## config.mk

```make
export PLATFORM = sky130hd
export DESIGN_NAME = pmp_check_arbiter
export DESIGN_NICKNAME = d
export VERILOG_FILES = /design/src/rtl/pmp_check_arbiter.sv
export SDC_FILE = /design/constraint.sdc
export NUM_CORES = 1
export LEC_CHECK = 0
export BUFFER_PORTS_ARGS = -buffer_cell sky130_fd_sc_hd__buf_4
export CAP_MARGIN = 20
export CORE_ASPECT_RATIO = 0.8
export CORE_UTILIZATION = 49
export DETAILED_ROUTE_END_ITERATION = 10
export GPL_TIMING_DRIVEN = 0
export MAX_ROUTING_LAYER = met4
export PLACE_DENSITY = 0.87
export SLEW_MARGIN = 20
export SYNTH_ARGS = -nofsm -noshare
export SYNTH_HDL_FRONTEND = slang
export SYNTH_SLANG_ARGS = --single-unit
```

## constraint.sdc

```tcl
create_clock -name clk -period 3.92 [get_ports clk]
set_input_delay 0.392 -clock clk [delete_from_list [all_inputs] [get_ports clk]]
set_output_delay 0.392 -clock clk [all_outputs]
set_load 0.02 [all_outputs]
```

## src/rtl/pmp_check_arbiter.sv

```systemverilog
// ---------------------------------------------------------------------------
// pmp_check_arbiter
//
// Shares one PMP check unit between two requesters:
//   m0 = instruction fetch, m1 = load/store.
// A requester's grant is issued combinationally in IDLE. The winner's
// address, access type and current privilege are latched on that edge and
// presented to the checker in CHECK. A single allow/deny response strobe
// goes back to the winner in RESP. A checker that does not acknowledge
// within TIMEOUT cycles produces a forced deny with err set. New grants are
// held off while the PMP CSRs are being rewritten (cfg_busy_i).
//
// Configuration macro:
//   PMP_ARB_RR_EN  defined   -> round-robin arbitration between m0 and m1
//                  undefined -> m1 has fixed priority, and a starve counter
//                               lets m0 win after STARVE_LIMIT lost
//                               arbitrations
//
// Parameters:
//   ADDR_W        address width of requests and of the checker interface
//   TIMEOUT       maximum CHECK cycles before a forced deny (>= 2)
//   STARVE_LIMIT  lost arbitrations before m0 is forced to win (>= 1)
//
// Ports:
//   clk, rst                   clock; asynchronous active-low reset
//   mX_req_i/addr_i/acc_i      request, address, access type (X = 0, 1)
//   mX_gnt_o                   request accepted this cycle (IDLE only)
//   mX_rsp_valid_o             one-cycle response strobe
//   mX_allow_o, mX_err_o       verdict and timeout flag, 0 unless rsp_valid
//   priv_i                     privilege, sampled on grant
//   cfg_busy_i                 PMP CSR update in progress, blocks grants
//   chk_req_o                  check request to the PMP unit
//   chk_addr_o/acc_o/priv_o    latched request attributes
//   chk_ack_i, chk_allow_i     checker done and its verdict
//   busy_o                     arbiter is not idle
// ---------------------------------------------------------------------------
module pmp_check_arbiter #(
    parameter int ADDR_W       = 32,
    parameter int TIMEOUT      = 16,
    parameter int STARVE_LIMIT = 4
) (
    input  logic              clk,
    input  logic              rst,

    input  logic              m0_req_i,
    input  logic [ADDR_W-1:0] m0_addr_i,
    input  logic [1:0]        m0_acc_i,
    output logic              m0_gnt_o,
    output logic              m0_rsp_valid_o,
    output logic              m0_allow_o,
    output logic              m0_err_o,

    input  logic              m1_req_i,
    input  logic [ADDR_W-1:0] m1_addr_i,
    input  logic [1:0]        m1_acc_i,
    output logic              m1_gnt_o,
    output logic              m1_rsp_valid_o,
    output logic              m1_allow_o,
    output logic              m1_err_o,

    input  logic [1:0]        priv_i,
    input  logic              cfg_busy_i,

    output logic              chk_req_o,
    output logic [ADDR_W-1:0] chk_addr_o,
    output logic [1:0]        chk_acc_o,
    output logic [1:0]        chk_priv_o,
    input  logic              chk_ack_i,
    input  logic              chk_allow_i,

    output logic              busy_o
);

    localparam int TMR_W = $clog2(TIMEOUT + 1);
    localparam logic [TMR_W-1:0] TMR_LAST = TMR_W'(TIMEOUT - 1);

    typedef enum logic [1:0] {
        IDLE  = 2'd0,
        CHECK = 2'd1,
        RESP  = 2'd2
    } state_t;

    state_t            state;
    state_t            state_nxt;
    logic [TMR_W-1:0]  timer;
    logic              owner_m1;     // winner of the in-flight request
    logic              allow_q;
    logic              err_q;

    logic              pick_m1;      // arbitration result, valid in IDLE
    logic              grant_fire;   // a grant is issued this cycle
    logic              ack_hit;
    logic              timeout_hit;

    // -----------------------------------------------------------------------
    // Arbitration
    // -----------------------------------------------------------------------
`ifdef PMP_ARB_RR_EN
    // Reset value 1 means "m1 was granted last", so m0 wins first.
    logic last_m1;

    always_comb begin
        if (m0_req_i && m1_req_i) begin
            pick_m1 = !last_m1;
        end else begin
            pick_m1 = m1_req_i;
        end
    end

    always_ff @(posedge clk or negedge rst) begin
        if (!rst) begin
            last_m1 <= 1'b1;
        end else if (grant_fire) begin
            last_m1 <= pick_m1;
        end
    end
`else
    localparam int STV_W = $clog2(STARVE_LIMIT + 1);
    localparam logic [STV_W-1:0] STARVE_MAX = STV_W'(STARVE_LIMIT);

    logic [STV_W-1:0] starve;

    // Counter saturates at the limit; it only matters that it reaches it.
    function automatic logic [STV_W-1:0] sat_inc(input logic [STV_W-1:0] v);
        return (v == STARVE_MAX) ? v : v + STV_W'(1);
    endfunction

    always_comb begin
        if (m0_req_i && m1_req_i) begin
            pick_m1 = (starve != STARVE_MAX);
        end else begin
            pick_m1 = m1_req_i;
        end
    end

    always_ff @(posedge clk or negedge rst) begin
        if (!rst) begin
            starve <= '0;
        end else if (grant_fire) begin
            if (!pick_m1) begin
                starve <= '0;
            end else if (m0_req_i) begin
                starve <= sat_inc(starve);
            end
        end
    end
`endif

    // -----------------------------------------------------------------------
    // FSM state register
    // -----------------------------------------------------------------------
    always_ff @(posedge clk or negedge rst) begin
        if (!rst) begin
            state <= IDLE;
        end else begin
            state <= state_nxt;
        end
    end

    // -----------------------------------------------------------------------
    // FSM next state and outputs
    // -----------------------------------------------------------------------
    always_comb begin
        state_nxt      = state;
        grant_fire     = 1'b0;
        ack_hit        = 1'b0;
        timeout_hit    = 1'b0;
        m0_gnt_o       = 1'b0;
        m1_gnt_o       = 1'b0;
        m0_rsp_valid_o = 1'b0;
        m0_allow_o     = 1'b0;
        m0_err_o       = 1'b0;
        m1_rsp_valid_o = 1'b0;
        m1_allow_o     = 1'b0;
        m1_err_o       = 1'b0;
        chk_req_o      = 1'b0;
        busy_o         = (state != IDLE);

        case (state)
            IDLE: begin
                // Grants are combinational, so they are masked by reset too:
                // every output must read 0 while rst is low.
                if (rst && !cfg_busy_i && (m0_req_i || m1_req_i)) begin
                    grant_fire = 1'b1;
                    m0_gnt_o   = !pick_m1;
                    m1_gnt_o   = pick_m1;
                    state_nxt  = CHECK;
                end
            end
            CHECK: begin
                chk_req_o = 1'b1;
                if (chk_ack_i) begin
                    ack_hit   = 1'b1;
                    state_nxt = RESP;
                end else if (timer == TMR_LAST) begin
                    timeout_hit = 1'b1;
                    state_nxt   = RESP;
                end
            end
            RESP: begin
                m0_rsp_valid_o = !owner_m1;
                m0_allow_o     = !owner_m1 && allow_q;
                m0_err_o       = !owner_m1 && err_q;
                m1_rsp_valid_o = owner_m1;
                m1_allow_o     = owner_m1 && allow_q;
                m1_err_o       = owner_m1 && err_q;
                state_nxt      = IDLE;
            end
            default: begin
                state_nxt = IDLE;
            end
        endcase
    end

    // -----------------------------------------------------------------------
    // Request latch, timer and verdict
    // -----------------------------------------------------------------------
    always_ff @(posedge clk or negedge rst) begin
        if (!rst) begin
            chk_addr_o <= '0;
            chk_acc_o  <= '0;
            chk_priv_o <= '0;
            owner_m1   <= 1'b0;
            timer      <= '0;
            allow_q    <= 1'b0;
            err_q      <= 1'b0;
        end else begin
            if (grant_fire) begin
                chk_addr_o <= pick_m1 ? m1_addr_i : m0_addr_i;
                chk_acc_o  <= pick_m1 ? m1_acc_i : m0_acc_i;
                chk_priv_o <= priv_i;
                owner_m1   <= pick_m1;
                timer      <= '0;
            end
            if (ack_hit) begin
                allow_q <= chk_allow_i;
                err_q   <= 1'b0;
            end else if (timeout_hit) begin
                allow_q <= 1'b0;
                err_q   <= 1'b1;
            end else if (state == CHECK) begin
                timer <= timer + TMR_W'(1);
            end
        end
    end

endmodule

```

# Word level (Yosys, flattened, before mapping)
# Cells that the tools add are included.
# totals
ff_bits	49
wordCells	72
in_bits	77
# classes
n_mux	36
eq_ne	9
reduce_logical	16
add_sub_neg	2
# op_table
cell	count
$mux W32	1
$mux W1	23
$mux W5	4
$mux W3	3
$mux W2	4
$logic_and A1 B1 Y1	7
$ne A2 B2 Y1 const B	3
$ne A3 B3 Y1 const B	2
$add A5 B1 Y5 const B	1
$eq A5 B4 Y1 const B	1
$pmux W2 S2	1
$reduce_bool A2 Y1	2
$add A3 B1 Y3 const B	1
$eq A3 B3 Y1 const B	1
$logic_not A1 Y1	3
$reduce_and A3 Y1	1
$eq A2 B1 Y1 const B	1
$eq A2 B2 Y1 const B	1
$logic_not A2 Y1	1
$reduce_and A2 Y1	1
$logic_or A1 B1 Y1	1

# Depth between registers and ports, before layout
# Gate-level depths: netlist of run 1.
# depth
ltp_word	9
depth_mapped	7
ltp_nobuf	6

# Worst setup path after synthesis of run 1
# No wires, ideal clock.
# synth_path
path_type	register to register
start	register timer[0]
end	register timer[3]
t_arrival_ps	1835
period_less_slack_ps	1967
path_stages_with_launch	8
path_slack_ps	1953
required_ps	3789
path_buffers	1
setup_ps	131
cell_sequence	dfrtp_1 -> ha_1 -> and3_1 -> ha_1 -> or4b_1 -> clkbuf_1 -> o21ai_1 -> a31oi_1
# synth_between
elab_chain_cells	6
elab_cells_between_ends	8
# synth_rtl
item	line	text
start, declared	85	logic [TMR_W-1:0] timer;
start signal, assigned	242	timer <= timer + TMR_W'(1);
branches (longest 4 deep; another with $add A5 B1 Y5)	n/a	
$mux W5 *	238	end else if (timeout_hit) begin
$mux W5 *	235	if (ack_hit) begin
# Mark *: on every way between the ends.
# A chain may end at the register's enable or synchronous reset.

# Worst setup path in the final report of run 1
# layout_path
start	input rst
end	output m0_gnt_o
# layout_between
elab_chain_cells	4
# layout_rtl
item	line	text
start, declared	43	input logic rst,
$logic_and A1 B1 Y1 (2 in a row)	183	if (rst && !cfg_busy_i && (m0_req_i || m1_req_i)) begin
$mux W1	183	
$mux W1	179	case (state)
end, declared	48	output logic m0_gnt_o,
# Every way passes these cells.

==> results.tsv, run 1 <==
metric	value	unit
worst-margin pin slew	0.633	ns
Post-synth EDFFs	0	
Max Clock Skew	0.00223	ns
syn avg cell area	9.05	sq um
metal2 WL	3.54	mm
via count	2705	
top cell type by total area after synthesis	dfrtp_1	
row cnt	22	
Min Hold Slack	0.111	ns
f_max	382	MHz
Max-Cap Viols	0	
cell repeated most along the worst path	buf_4	
met1 WL	3.13	mm
Async SR Flop Fraction	100	%
Final ANT Viol Nets	0	
top layer reached by signal wires	met4	
Max Slew Vio Count	0	
Comb pwr share	44.0	%
TritonCTS Buffers	5	
crit start category	input port	
share of layout cells above drive strength 1	34.5	%
Avg WL per Cell	16.0	um
WS Path Type	input port to primary output	
I/O pin count	123	
initial antenna violation count	0	
Synth cell types	34	
post-CTS sizing	0	
vias in the first global route	2593	
overall global routing resource usage	30.8	%
Via density	5.84	
TritonCTS clock tree	done	
Req. time, crit path	3.53	ns
top-area cell type share of the netlist area	49.3	%
switching share of total power	39.2	%
Worst Hold Class	input port to async pin	
final setup TNS	0	ns
Gate Count Post-Synth	275	
I/O Buffers	121	
total gr overflow	0	
post-layout min period	2.62	ns
Num Clock Sinks	49	
crit end category	primary output	
die area	5370	sq um
drt first pass iters	4	
RSZ-0062 raised after global routing	no	
total power	1.89	mW
CTS clk-pin slew, worst paths	0.08	ns
clock root cell	clkbuf_8	
Critical-path top delay cell	nor4b_1	
Core Area	4730	sq um
Post-Place Cell Area	3470	sq um
routability congestion estimate	0.815	
Reg power frac	40.0	%
drt total wl	7.40	mm
die height	65.7	um
crit path cell chain	buf_4 -> nor4b_1 -> buf_2 -> nand2_1 -> a21oi_1 -> buf_4	
fin area	3560	sq um
Critical Path AT	2.23	ns
Detail Placement HPWL	5.34	mm
Routed met3 length	667	um
hold buffers post-CTS	0	
critical path's top delay family	buffers and inverters	
leakage	1.63	nW
number of synthesis warnings	0	
pwr dens	532	nW/um^2
Max clock buf depth	2	
period utilisation layout	66.8	%
pin count of the biggest net entering global routing	52	
Int Power	1.15	mW
Rel. slew slack	57.8	%
width of the die	81.7	um
H-tree Lvls	2	
initial drt markers	238	
syn_nets	356	
CP max stage delay	0.55	ns
Clk Latency, worst-skew pair	0.29	ns
Initial Util	52.6	%
drc violations	0	
Critical path buffers and inverters	3	
clock network power share	15.9	%
synthesized area	2490	sq um
first-pass GRT wire length	12.2	mm
Post-CTS Setup Inserts	0	
sw power	0.742	mW
Fin. Hold Viols	0	
prevailing post-synth register cell	dfrtp_1	
peak supply drop	0.000305	V
# setup viols final	0	
fin util	75.2	%
Area growth syn-to-layout	43.0	%
post-synthesis register bit count	49	
crit-path max FO	51	
ant diodes	0	
register area share after synthesis	49.3	%
Nets	484	
Synth area leaders	dfrtp_1 (49%), a31oi_1 (8.8%), a21oi_1 (8.0%), nand3_1 (7.4%), o21ai_0 (7.2%)	
run status	finished clean	
synthesized netlist by cell type, drive strengths merged (2+ instances only):
master   number
o21ai        38
o2bb2ai       2
and3b         2
a31oi        35
or4b          2
and2          4
a21o          2
o21a          2
nand3        37
nor4b         2
clkbuf       21
a21oi        40
or2           2
ha            4
inv           6
nand2         6
and3          2
buf           7
nor2          2
mux2          2
dfrtp        49
per-stage QoR:
stage	std cells	worst slack (ns)
finish	463	1.30
global route	463	1.09
CTS	463	1.29
detailed placement	456	1.30
global placement	456	1.29
floorplan	275	1.95
path summary, 6_finish.rpt:
| path | startpoint | endpoint | slack (ns) | depth (start not counted) |
|---|---|---|---|---|
| min in group clk | chk_ack_i | err_q | 0.29 | 2 |
| max reg2reg | timer[0] | timer[0] | 1.72 | 7 |
| max in group asynchronous | rst | chk_addr_o[13] | 3.39 | 1 |
| min reg2reg | timer[3] | timer[3] | 0.50 | 1 |
| max | rst | m0_gnt_o | 1.30 | 6 |
| min | rst | allow_q | 0.11 | 1 |
flip-flops by register name, summed over array words and instances (netlist names):
signal      flops
chk_priv_o      2
err_q           1
timer           5
allow_q         1
chk_acc_o       2
starve          3
owner_m1        1
state           2
chk_addr_o     32
routing by layer:
metal,vias to the layer above,track usage [%]
met4,0,8.77
li1,1282,-
met3,8,8.06
met2,130,47.7
met1,1285,40.0
met5,-,-
cell usage in the layout (no fill, tap or decap), drive strengths merged:
master,n
a21o,2
a21oi,40
a22oi,1
a31oi,35
a41oi,1
and2,4
and3,2
and3b,2
buf,128
clkbuf,28
dfrtp,49
ha,4
inv,6
mux2,2
mux2i,1
nand2,6
nand3,37
nand4,1
nor2,2
nor2b,1
nor3,1
nor3b,1
nor4b,2
o21a,2
o21ai,38
o22ai,1
o2bb2ai,2
or2,2
or4b,2
kinds of logic (layout without fill, tap and decap cells):
family / count (synthesis) / after routing / synth area share [%]
AO/OA/AOI/OAI: 122 / 122 / 27.3
adder cells (fa/ha/maj): 4 / 4 / 2.01
buffers and inverters: 34 / 162 / 5.98
flip-flops: 49 / 49 / 49.3
multiplexers: 3 / 3 / 1.31
AND/OR/NAND/NOR: 63 / 63 / 14.1
power groups by stage:
stage | combinational (mW) | clock, mW | sequential, mW
4_1_cts | 0.836 | 0.306 | 0.756
6_report | 0.833 | 0.302 | 0.757
3_5_place_dp | 0.836 | 0 | 0.762
3_3_place_gp | 0.810 | 0 | 0.759
2_1_floorplan | 0.326 | 0 | 0.896
5_1_grt | 0.920 | 0.331 | 0.777
area by class of cell:
class,count,area [sq um]
sequential,49,1230
fill,356,1180
multi-input combinational,192,1110
timing repair buffer,121,908
buffer,28,126
clock buffer,7,86.3
tap,60,75.1
inverter,6,22.5
Note: power is estimated with default switching activity, not from simulation.
==> run 2: changes to the inputs <==
--- a/config.mk
+++ b/config.mk
@@ -8,11 +8,11 @@
 export BUFFER_PORTS_ARGS = -buffer_cell sky130_fd_sc_hd__buf_4
 export CAP_MARGIN = 20
 export CORE_ASPECT_RATIO = 0.8
-export CORE_UTILIZATION = 49
+export CORE_UTILIZATION = 41
 export DETAILED_ROUTE_END_ITERATION = 10
 export GPL_TIMING_DRIVEN = 0
 export MAX_ROUTING_LAYER = met4
-export PLACE_DENSITY = 0.87
+export PLACE_DENSITY = 0.78
 export SLEW_MARGIN = 20
 export SYNTH_ARGS = -nofsm -noshare
 export SYNTH_HDL_FRONTEND = slang
==> constraint.sdc (replaced) <==
create_clock -name clk -period 2.18 [get_ports clk]
set_input_delay 0.218 -clock clk [delete_from_list [all_inputs] [get_ports clk]]
set_output_delay 0.218 -clock clk [all_outputs]
set_load 0.02 [all_outputs]
==> results.tsv, run 2 (same netlist as run 1, synthesis figures left out) <==
metric	value	unit
run status	finished clean	
clock root cell	clkbuf_8	
Area growth syn-to-layout	47.1	%
routability congestion estimate	0.798	
Reg2Reg Depth	6	
Critical path buffers and inverters	2	
initial drt markers	145	
overall global routing resource usage	24.2	%
f_max	486	MHz
I/O pin count	123	
period utilisation layout	94.3	%
Comb pwr share	44.1	%
Fin. Hold Viols	0	
Top Registers	chk_addr_o (32), timer (5), starve (3)	
Core Area	5650	sq um
Max Slew Vio Count	0	
Initial Util	44.1	%
clock network power share	16.2	%
Post-Place Cells	474	
Via density	5.55	
CTS clk-pin slew, worst paths	0.09	ns
worst hold path cell count	2	
commonest non-fill, non-tap cell in the layout	buf_4	
H-tree Lvls	2	
WS Path Type	flip-flop to primary output	
crit start category	flip-flop	
drt total wl	7.48	mm
leakage	1.66	nW
Post-CTS Setup Inserts	0	
switching share of total power	39.2	%
Nets	485	
peak supply drop	0.000447	V
crit-path max FO	10	
post-layout min period	2.06	ns
Num Clock Sinks	49	
die area	6390	sq um
pin count of the biggest net entering global routing	50	
TritonCTS Buffers	5	
I/O Buffers	121	
row cnt	24	
drt first pass iters	4	
commonest non-fill, non-tap cells in the layout	buf_4 (125), dfrtp_1 (49), a21oi_1 (40), nand3_1 (36), o21ai_0 (36)	
drc violations	0	
Rel. slew slack	69.1	%
ant diodes	0	
total power	3.43	mW
Critical-path top delay cell	dfrtp_1	
R2R Setup Slk	0.14	ns
Req. time, crit path	1.96	ns
via count	2677	
Critical Path AT	1.84	ns
Worst Hold Class	input port to flip-flop	
critical path's top delay family	flip-flops	
pwr dens	937	nW/um^2
fin util	64.8	%
Stages on worst setup path	5	
Final ANT Viol Nets	0	
Top reg by flops	chk_addr_o	
first-pass GRT wire length	11.5	mm
Int Power	2.09	mW
total gr overflow	0	
Non-Filler Instances	482	
crit end category	primary output	
Min Hold Slack	0.114	ns
Detail Placement HPWL	5.40	mm
width of the die	89.1	um
max reg flops	32	
vias in the first global route	2490	
RSZ-0062 raised after global routing	no	
Reg power frac	39.7	%
initial antenna violation count	0	
Avg WL per Cell	15.5	um
# setup viols final	0	
share of layout cells above drive strength 1	36.4	%
Max Clock Skew	0.00392	ns
Clk Latency, worst-skew pair	0.30	ns
Max clock buf depth	2	
CP max stage delay	0.47	ns
sw power	1.34	mW
Max-Cap Viols	0	
die height	71.7	um
crit path cell chain	nor4b_4 -> clkbuf_4 -> nand2_1 -> a21oi_1 -> buf_4	
worst-margin pin slew	0.463	ns
TritonCTS clock tree	done	
-- run 2: area by class of cell --
cell class	instances	area (sq um)
inverter	6	22.5
multi-input combinational	192	1150
fill	506	1980
buffer	27	126
tap	78	97.6
clock buffer	7	86.3
sequential	49	1230
timing repair buffer	123	950
-- run 2: per-layer routing --
| metal | vias up | part of all wire, % | track usage (%) |
|---|---|---|---|
| met4 | 0 | 1.6 | 7.94 |
| met5 | - | 0 | - |
| met1 | 1257 | 41 | 30.5 |
| met3 | 12 | 8.6 | 5.65 |
| li1 | 1281 | - | - |
| met2 | 127 | 49 | 38.6 |
-- run 2: power groups by stage --
| stage | Combinational, mW | Sequential, mW | Clock (mW) |
|---|---|---|---|
| final | 1.51 | 1.36 | 0.556 |
| after global placement | 1.46 | 1.36 | 0 |
| after floorplan | 0.586 | 1.61 | 0 |
| after global routing | 1.65 | 1.40 | 0.597 |
| after detailed placement | 1.50 | 1.37 | 0 |
| after CTS | 1.51 | 1.36 | 0.564 |
-- run 2: timing repair --
action,in CTS,in global routing
hold endpoints to repair,49,0
hold buffers,2,0
endpoints found under the setup margin,1,6
gates resized for setup,3,7
cloned,0,0
-- run 2: worst paths after layout --
path / startpoint / end
hold reg to reg: timer[3] / timer[3]
min in group asynchronous: rst / allow_q
max in group asynchronous: rst / chk_addr_o[25]
setup reg to reg: timer[0] / timer[2]
setup / recovery: state[0] / m0_gnt_o
hold / removal: chk_ack_i / err_q
-- run 2: worst reg2reg max path: stages (launching register included) --
cell	delay [ns]
dfrtp_1	0.43
ha_1	0.25
and3_1	0.19
ha_1	0.23
or4b_4	0.55
o21a_1	0.19
a21oi_1	0.13
-- run 2: stage by stage --
stage	TNS, ns	area (sq um)	setup slack, ns
after global placement	-0.105	3490	-0.105
after CTS	0	3630	0.00929
after global routing	0	3660	0.0118
after floorplan	0	2490	0.213
after detailed placement	-0.280	3490	-0.131
final	0	3660	0.124
